$ cat config.mk
export PLATFORM = sky130hd
export DESIGN_NAME = sync_fifo_param
export DESIGN_NICKNAME = d
export VERILOG_FILES = /design/src/rtl/sync_fifo_param.sv
export SDC_FILE = /design/constraint.sdc
export NUM_CORES = 1
export LEC_CHECK = 0
export ABC_AREA = 1
export BUFFER_PORTS_ARGS = -buffer_cell sky130_fd_sc_hd__buf_2
export CORE_UTILIZATION = 45
export DETAILED_ROUTE_END_ITERATION = 8
export PLACE_DENSITY = 0.66
export SLEW_MARGIN = 10
export SYNTH_ARGS = -nofsm -noshare
export SYNTH_HDL_FRONTEND = slang
export SYNTH_SLANG_ARGS = --single-unit
$ cat constraint.sdc
create_clock -name clk -period 6.1 [get_ports clk]
set_clock_uncertainty 0.1 [all_clocks]
set_input_delay 0.61 -clock clk [delete_from_list [all_inputs] [get_ports clk]]
set_output_delay 0.61 -clock clk [all_outputs]
set_load 0.005 [all_outputs]
$ cat src/rtl/sync_fifo_param.sv
// sync_fifo_param: single-clock parametrised FIFO with occupancy count,
// almost-full/almost-empty thresholds, overflow/underflow pulses and a
// selectable read mode (registered read or first-word-fall-through).
//
// Ports:
//   clk           rising-edge clock
//   reset         asynchronous, active-high reset
//   w_en/data_in  write request and write data
//   r_en          read request (FWFT=1: pop of the presented head word)
//   data_out      read data
//   data_valid    data_out holds valid read data
//   full/empty    count == depth / count == 0
//   almost_full   count >= AF_THRESH
//   almost_empty  count <= AE_THRESH
//   count         occupancy, 0..depth
//   overflow      one-cycle pulse after a write request while full
//   underflow     one-cycle pulse after a read request while empty
module sync_fifo_param #(
   parameter int DATA_W    = 8,
   parameter int ADDR_W    = 4,
   parameter int AF_THRESH = 12,
   parameter int AE_THRESH = 4,
   parameter int FWFT      = 0
) (
   input  logic              clk,
   input  logic              reset,
   input  logic              w_en,
   input  logic [DATA_W-1:0] data_in,
   input  logic              r_en,
   output logic [DATA_W-1:0] data_out,
   output logic              data_valid,
   output logic              full,
   output logic              empty,
   output logic              almost_full,
   output logic              almost_empty,
   output logic [ADDR_W:0]   count,
   output logic              overflow,
   output logic              underflow
);

   localparam int              DEPTH   = 2**ADDR_W;
   localparam logic [ADDR_W:0] DEPTH_C = (ADDR_W+1)'(DEPTH);
   localparam logic [ADDR_W:0] AF_C    = (ADDR_W+1)'(AF_THRESH);
   localparam logic [ADDR_W:0] AE_C    = (ADDR_W+1)'(AE_THRESH);
   localparam logic [ADDR_W:0] PTR_ONE = {{ADDR_W{1'b0}}, 1'b1};

   logic [DATA_W-1:0] mem_q [DEPTH];
   logic [ADDR_W:0]   wptr_q, wptr_d;
   logic [ADDR_W:0]   rptr_q, rptr_d;
   logic              overflow_q, underflow_q;
   logic              wr_ok, rd_ok;

   // The extra wrap bit lets the difference reach DEPTH without aliasing
   // to zero, so full and empty stay distinct across any number of wraps.
   assign count        = wptr_q - rptr_q;
   assign full         = (count == DEPTH_C);
   assign empty        = (count == '0);
   assign almost_full  = (count >= AF_C);
   assign almost_empty = (count <= AE_C);

   // Acceptance is judged on the pre-edge flags, so a simultaneous
   // read+write on a full FIFO drops the write and on an empty FIFO
   // drops the read.
   assign wr_ok = w_en & ~full;
   assign rd_ok = r_en & ~empty;

   always_comb begin
      wptr_d = wptr_q;
      rptr_d = rptr_q;
      if (wr_ok) wptr_d = wptr_q + PTR_ONE;
      if (rd_ok) rptr_d = rptr_q + PTR_ONE;
   end

   always_ff @(posedge clk or posedge reset) begin
      if (reset) begin
         wptr_q      <= '0;
         rptr_q      <= '0;
         overflow_q  <= 1'b0;
         underflow_q <= 1'b0;
      end else begin
         wptr_q      <= wptr_d;
         rptr_q      <= rptr_d;
         overflow_q  <= w_en & full;
         underflow_q <= r_en & empty;
      end
   end

   assign overflow  = overflow_q;
   assign underflow = underflow_q;

   // Storage is deliberately not reset.
   always_ff @(posedge clk) begin
      if (wr_ok) mem_q[wptr_q[ADDR_W-1:0]] <= data_in;
   end

   generate
      if (FWFT == 0) begin : g_std_read
         logic [DATA_W-1:0] dout_q;
         logic              dvalid_q;

         always_ff @(posedge clk or posedge reset) begin
            if (reset) begin
               dout_q   <= '0;
               dvalid_q <= 1'b0;
            end else if (rd_ok) begin
               dout_q   <= mem_q[rptr_q[ADDR_W-1:0]];
               dvalid_q <= 1'b1;
            end else begin
               dvalid_q <= 1'b0;
            end
         end

         assign data_out   = dout_q;
         assign data_valid = dvalid_q;
      end else begin : g_fwft_read
         // Head word is presented straight from the array. It is forced to
         // zero while empty so the output is defined (zero) out of reset,
         // where the unreset array would otherwise show stale contents.
         assign data_out   = empty ? '0 : mem_q[rptr_q[ADDR_W-1:0]];
         assign data_valid = ~empty;
      end
   endgenerate

endmodule

## Word level (Yosys, flattened, before mapping)

Memory sizes are Yosys's and may differ from the RTL's. A register that Yosys moved wholly into a read port is not among the register bits.
Index checks and enable logic that the tools add are counted.

- Bits in registers: 13
- Memory bits (writable): 128
- Input bits: 12
- Output and inout port bits: 20
- Logic and storage cells: 22
- Memories: 1

Memories:

| name | words | bits a word | rd ports | clocked after Yosys merged registers in | wr ports | line | source |
|---|---|---|---|---|---|---|---|
| mem_q | 16 | 8 | 1 | 1 | 1 | 47 | `logic [DATA_W-1:0] mem_q [DEPTH];` |

- $add $sub $neg: 3
- $lt $le $gt $ge: 2
- Eq/ne operators: 1
- Mux-type cells: 3
- Bitwise logic cells: 6
- Reductions and logical operators: 1

Operator list:

| kind | count |
|---|---|
| 5-bit by 1-bit adder with 5-bit output (second input constant) | 2 |
| 5-bit == test (second input constant) | 1 |
| 5-bit by 4-bit >= comparator with 1-bit output (second input constant) | 1 |
| 5-bit by 3-bit <= comparator with 1-bit output (second input constant) | 1 |
| 5-bit zero test | 1 |
| 5-bit subtractor | 1 |
| 1-bit bitwise AND | 4 |
| 1-bit 2-to-1 mux | 3 |
| 1-bit inverter | 2 |

## Longest topological paths before layout

- Depth in word-level cells: 6
- Mapped depth: 13
- Gate-level depth less buffers: 12

## Worst setup path after synthesis

Ideal clock, no wire load.

- Path type: register to register
- From: register rptr_q[1]
- To: memory mem_q[12][0], enable pin
- Library setup time: 0.370 ns
- Data arrival time: 2.128 ns
- Required time: 5.630 ns
- Slack: 3.501 ns
- Stages on the path, launching flop included: 13
- Buffers on the path: 3
- Clock period less this slack: 2.599 ns
- Cells stage by stage: dfrtp_1 -> buf_2 -> inv_1 -> buf_2 -> ha_1 -> nand2_1 -> nand2_1 -> nand3_1 -> nand2_1 -> nand3_4 -> nand2_2 -> buf_4 -> nor2_1

- Word-level cells in the longest chain between the ends: 6

RTL lines:

| item | line | source |
|---|---|---|
| start: declaration | 49 | `logic [ADDR_W:0] rptr_q, rptr_d;` |
| start signal: assignment | 82 | `rptr_q <= rptr_d;` |
| 5-bit subtractor | 55 | `assign count = wptr_q - rptr_q;` |
| 5-bit == test | 56 | `assign full = (count == DEPTH_C);` |
| 1-bit inverter | 64 | `assign wr_ok = w_en & ~full;` |
| 1-bit bitwise AND | 64 |  |
| 1-bit 2-to-1 mux | 93 | `if (wr_ok) mem_q[wptr_q[ADDR_W-1:0]] <= data_in;` |
| 1-bit 2-to-1 mux (not written as such) | 93 |  |
| end: declaration | 47 |  |

No other way between the ends.

## Worst setup path after layout

- From: register rptr_q[1]
- To: memory mem_q[0][0], enable pin

The elaborated chain is that of the path after synthesis.

==> impl_metrics.env <==
export IMPL_ys_types=25
export IMPL_synth_area_leaders="edfxtp_1 56%, nand2_1 16%, dfrtp_1 7.6%"
export IMPL_numPortBuffers=31
export IMPL_fin_util_pct=52.94
export IMPL_first_pass_iters=6
export IMPL_start_util_pct=46.74
export IMPL_drt_iter0_drc=525
export IMPL_die_width_um=125.8
export IMPL_use_met2_pct=35.42
export IMPL_powerDensity_mw_per_mm2=508.5
export IMPL_cts_sinks=149
export IMPL_slew_headroom_pct=34.06
export IMPL_yosysWarnings=0
export IMPL_synth_area_mm2=0.006895
export IMPL_use_met3_pct=5.692
export IMPL_antenna_found_initial=0
export IMPL_crit_fanout=37
export IMPL_post_cts_setup_buffer_count=0
export IMPL_clk_latency_ns=0.42
export IMPL_synth_seq_cells=149
export IMPL_synthToLayoutAreaGrowth_pct=13.28
export IMPL_leakagePower_nw=3.577
export IMPL_num_vias=4871
export IMPL_cts_resized=0
export IMPL_grtUsageTotal_pct=22.16
export IMPL_die_area_mm2=0.01582
export IMPL_ys_seq_area_share_pct=63.36
export IMPL_fin_crit_ns=3.815
export IMPL_async_flop_share_pct=14.09
export IMPL_grt_max_degree=44
export IMPL_grt_pass1_wl_um=26000
export IMPL_crit_path_start_kind="flop"
export IMPL_io_pins=32
export IMPL_required_ns=6.06
export IMPL_grt_pass1_vias=4887
export IMPL_antennaDiodeCount=0
export IMPL_finalCritPeriodShare_pct=62.53
export IMPL_rows=44
export IMPL_slew_violations=0
export IMPL_wl_per_cell_um=16.98
export IMPL_layout_nets=777
export IMPL_status="completed"
export IMPL_ir_drop_v=0.0003209
export IMPL_cts_buffers=17
export IMPL_fmax_mhz=262.2
export IMPL_hold_violations=0
export IMPL_finalSetupTns_ns=0
export IMPL_min_path_type="in -> async"
export IMPL_ctsRootBufferMaster="clkbuf_16"
export IMPL_syn_nets=751
export IMPL_drc_errors=0
export IMPL_fp_dieH_um=125.8
export IMPL_dp_hpwl_um=11040
export IMPL_netlist_instances=729
export IMPL_htreeDepth=4
export IMPL_cts_tree="yes"
export IMPL_yosysTopAreaCell="edfxtp_1"
export IMPL_synthTopCellsByCount="300 x nand2_1, 128 x edfxtp_1, 108 x inv_1"
export IMPL_clkSlewWorstSetupHoldPaths_ns=0.06
export IMPL_rsz0062_at_grt="false"
export IMPL_synth_edf_count=128
export IMPL_use_met1_pct=29.76
export IMPL_cap_violations=0
export IMPL_cp_arrival_ns=3.77
export IMPL_synth_most_common_cell="nand2_1"
export IMPL_cts_buffer_depth=2
export IMPL_worst_pin_slew_ns=0.9881
export IMPL_path_class="reg -> reg"
export IMPL_synth_flop_cell="edfxtp_1"
export IMPL_grt_remaining_overflow=0
export IMPL_synth_top_cell_area_share_pct=55.74
export IMPL_finalSetupViolations=0
export IMPL_core_mm2=0.01475
export IMPL_layout_drive_gt1_share_pct=10.29
export IMPL_ctsHoldBuffers=0
export IMPL_via_per_inst=5.117
export IMPL_wl_um=16170
export IMPL_syn_area_per_cell_um2=9.459
export IMPL_top_usage_layer="met2"
export IMPL_critPathCaptureType="flop"
export IMPL_gp_congestion=0.8628
export IMPL_ant_nets=0
==> registers in the layout (all words and copies together), names as in the netlist <==
| register | count |
|---|---|
| underflow | 1 |
| wptr_q | 5 |
| mem_q | 128 |
| overflow | 1 |
| rptr_q | 5 |
| data_out | 8 |
| data_valid | 1 |
==> final timing paths <==
| path | start | endpoint | slack (ns) | cells past startpoint |
|---|---|---|---|---|
| worst max-delay path | rptr_q[1]$_DFFE_PP0P_ | mem_q[0][0]$_DFFE_PP_ | 2.29 | 10 |
| worst min-delay path | reset | data_valid$_DFF_PP0_ | 0.24 | 2 |
| worst max register to register | rptr_q[1]$_DFFE_PP0P_ | mem_q[0][0]$_DFFE_PP_ | 2.29 | 10 |
| worst min register to register | data_out[6]$_DFFE_PP0P_ | data_out[6]$_DFFE_PP0P_ | 0.37 | 2 |
| max in group asynchronous | reset | rptr_q[0]$_DFFE_PP0P_ | 5.09 | 2 |
| min in group clk | w_en | overflow$_DFF_PP0_ | 0.36 | 3 |
==> layer usage <==
layer	wire length [µm]	part of all wire [%]	vias up
li1	-	-	2348
met1	6968	43	2296
met2	7534	47	201
met3	1374	8.5	26
met4	291	1.8	0
met5	0	0	-
==> where the power goes <==
part | internal, mW | switching (mW) | total, mW
registers | 1.25 | 0.119 | 1.37
logic | 0.470 | 0.985 | 1.46
clock network | 0.729 | 0.415 | 1.14
==> cells by family after synthesis <==
| group | share of synthesized area, % |
|---|---|
| buffers and inverters | 8.111 |
| flip-flops | 63.36 |
| AO/OA/AOI/OAI | 0.1814 |
| AND/OR/NAND/NOR | 25.40 |
| adder cells (fa/ha/maj) | 1.923 |
| XOR/XNOR | 1.016 |
==> metrics by stage <==
| stage | instances | hold WS, ns | power, mW | area [µm²] | worst slack (ns) |
|---|---|---|---|---|---|
| after floorplan | 729 | 0.3634 | 2.404 | 6895 | 3.501 |
| after global placement | 920 | 0.3639 | 2.802 | 7162 | 2.501 |
| after detailed placement | 920 | 0.3614 | 2.835 | 7162 | 2.365 |
| after CTS | 952 | 0.2675 | 3.977 | 7811 | 2.342 |
| after global routing | 952 | 0.3053 | 4.231 | 7811 | 2.001 |
| final | 952 | 0.2401 | 3.972 | 7811 | 2.285 |
==> cell usage in the layout, fill, tap and decap left out <==
| cell type | Yosys | final |
|---|---|---|
| clkinv_1 | 2 | 5 |
| nand2_1 | 300 | 300 |
| buf_4 | 1 | 3 |
| bufinv_16 | 0 | 5 |
| fa_1 | 1 | 1 |
| buf_2 | 18 | 31 |
| dfrtp_2 | 0 | 1 |
| nand3_4 | 1 | 1 |
| nand2_2 | 7 | 7 |
| a21oi_1 | 1 | 1 |
| nand3_1 | 84 | 84 |
| inv_1 | 108 | 107 |
| xnor2_1 | 3 | 3 |
| nand3_2 | 1 | 1 |
| clkinv_4 | 0 | 3 |
| nor2_4 | 2 | 2 |
| nand2_4 | 1 | 1 |
| nor2_1 | 25 | 25 |
| clkinv_2 | 0 | 1 |
| nor2_2 | 1 | 1 |
| xor2_1 | 5 | 5 |
| clkbuf_16 | 0 | 17 |
| inv_2 | 1 | 1 |
| dfrtp_1 | 21 | 20 |
| edfxtp_1 | 128 | 128 |
| ha_1 | 9 | 9 |
| inv_6 | 0 | 4 |
| a211oi_1 | 1 | 1 |
==> critical path, cell delays in order (launching register included) <==
cell,delay (ns)
dfrtp_1,0.36
buf_4,0.26
inv_1,0.77
ha_1,0.40
nand2_1,0.07
nand2_1,0.07
nand3_1,0.08
nand2_1,0.14
nand3_4,0.16
nand2_2,0.36
nor2_1,0.66
==> layout make-up <==
cell class                      instances  area, µm²
Tap cell                              184      230.2
Inverter                              111      416.7
Timing Repair Buffer                   34      177.7
Sequential cell                       149       4370
Clock inverter                         15      224.0
Clock buffer                           17      425.4
Multi-Input combinational cell        442       1967
Fill cell                            1316       6943
Note: power is estimated with default switching activity, not from simulation.
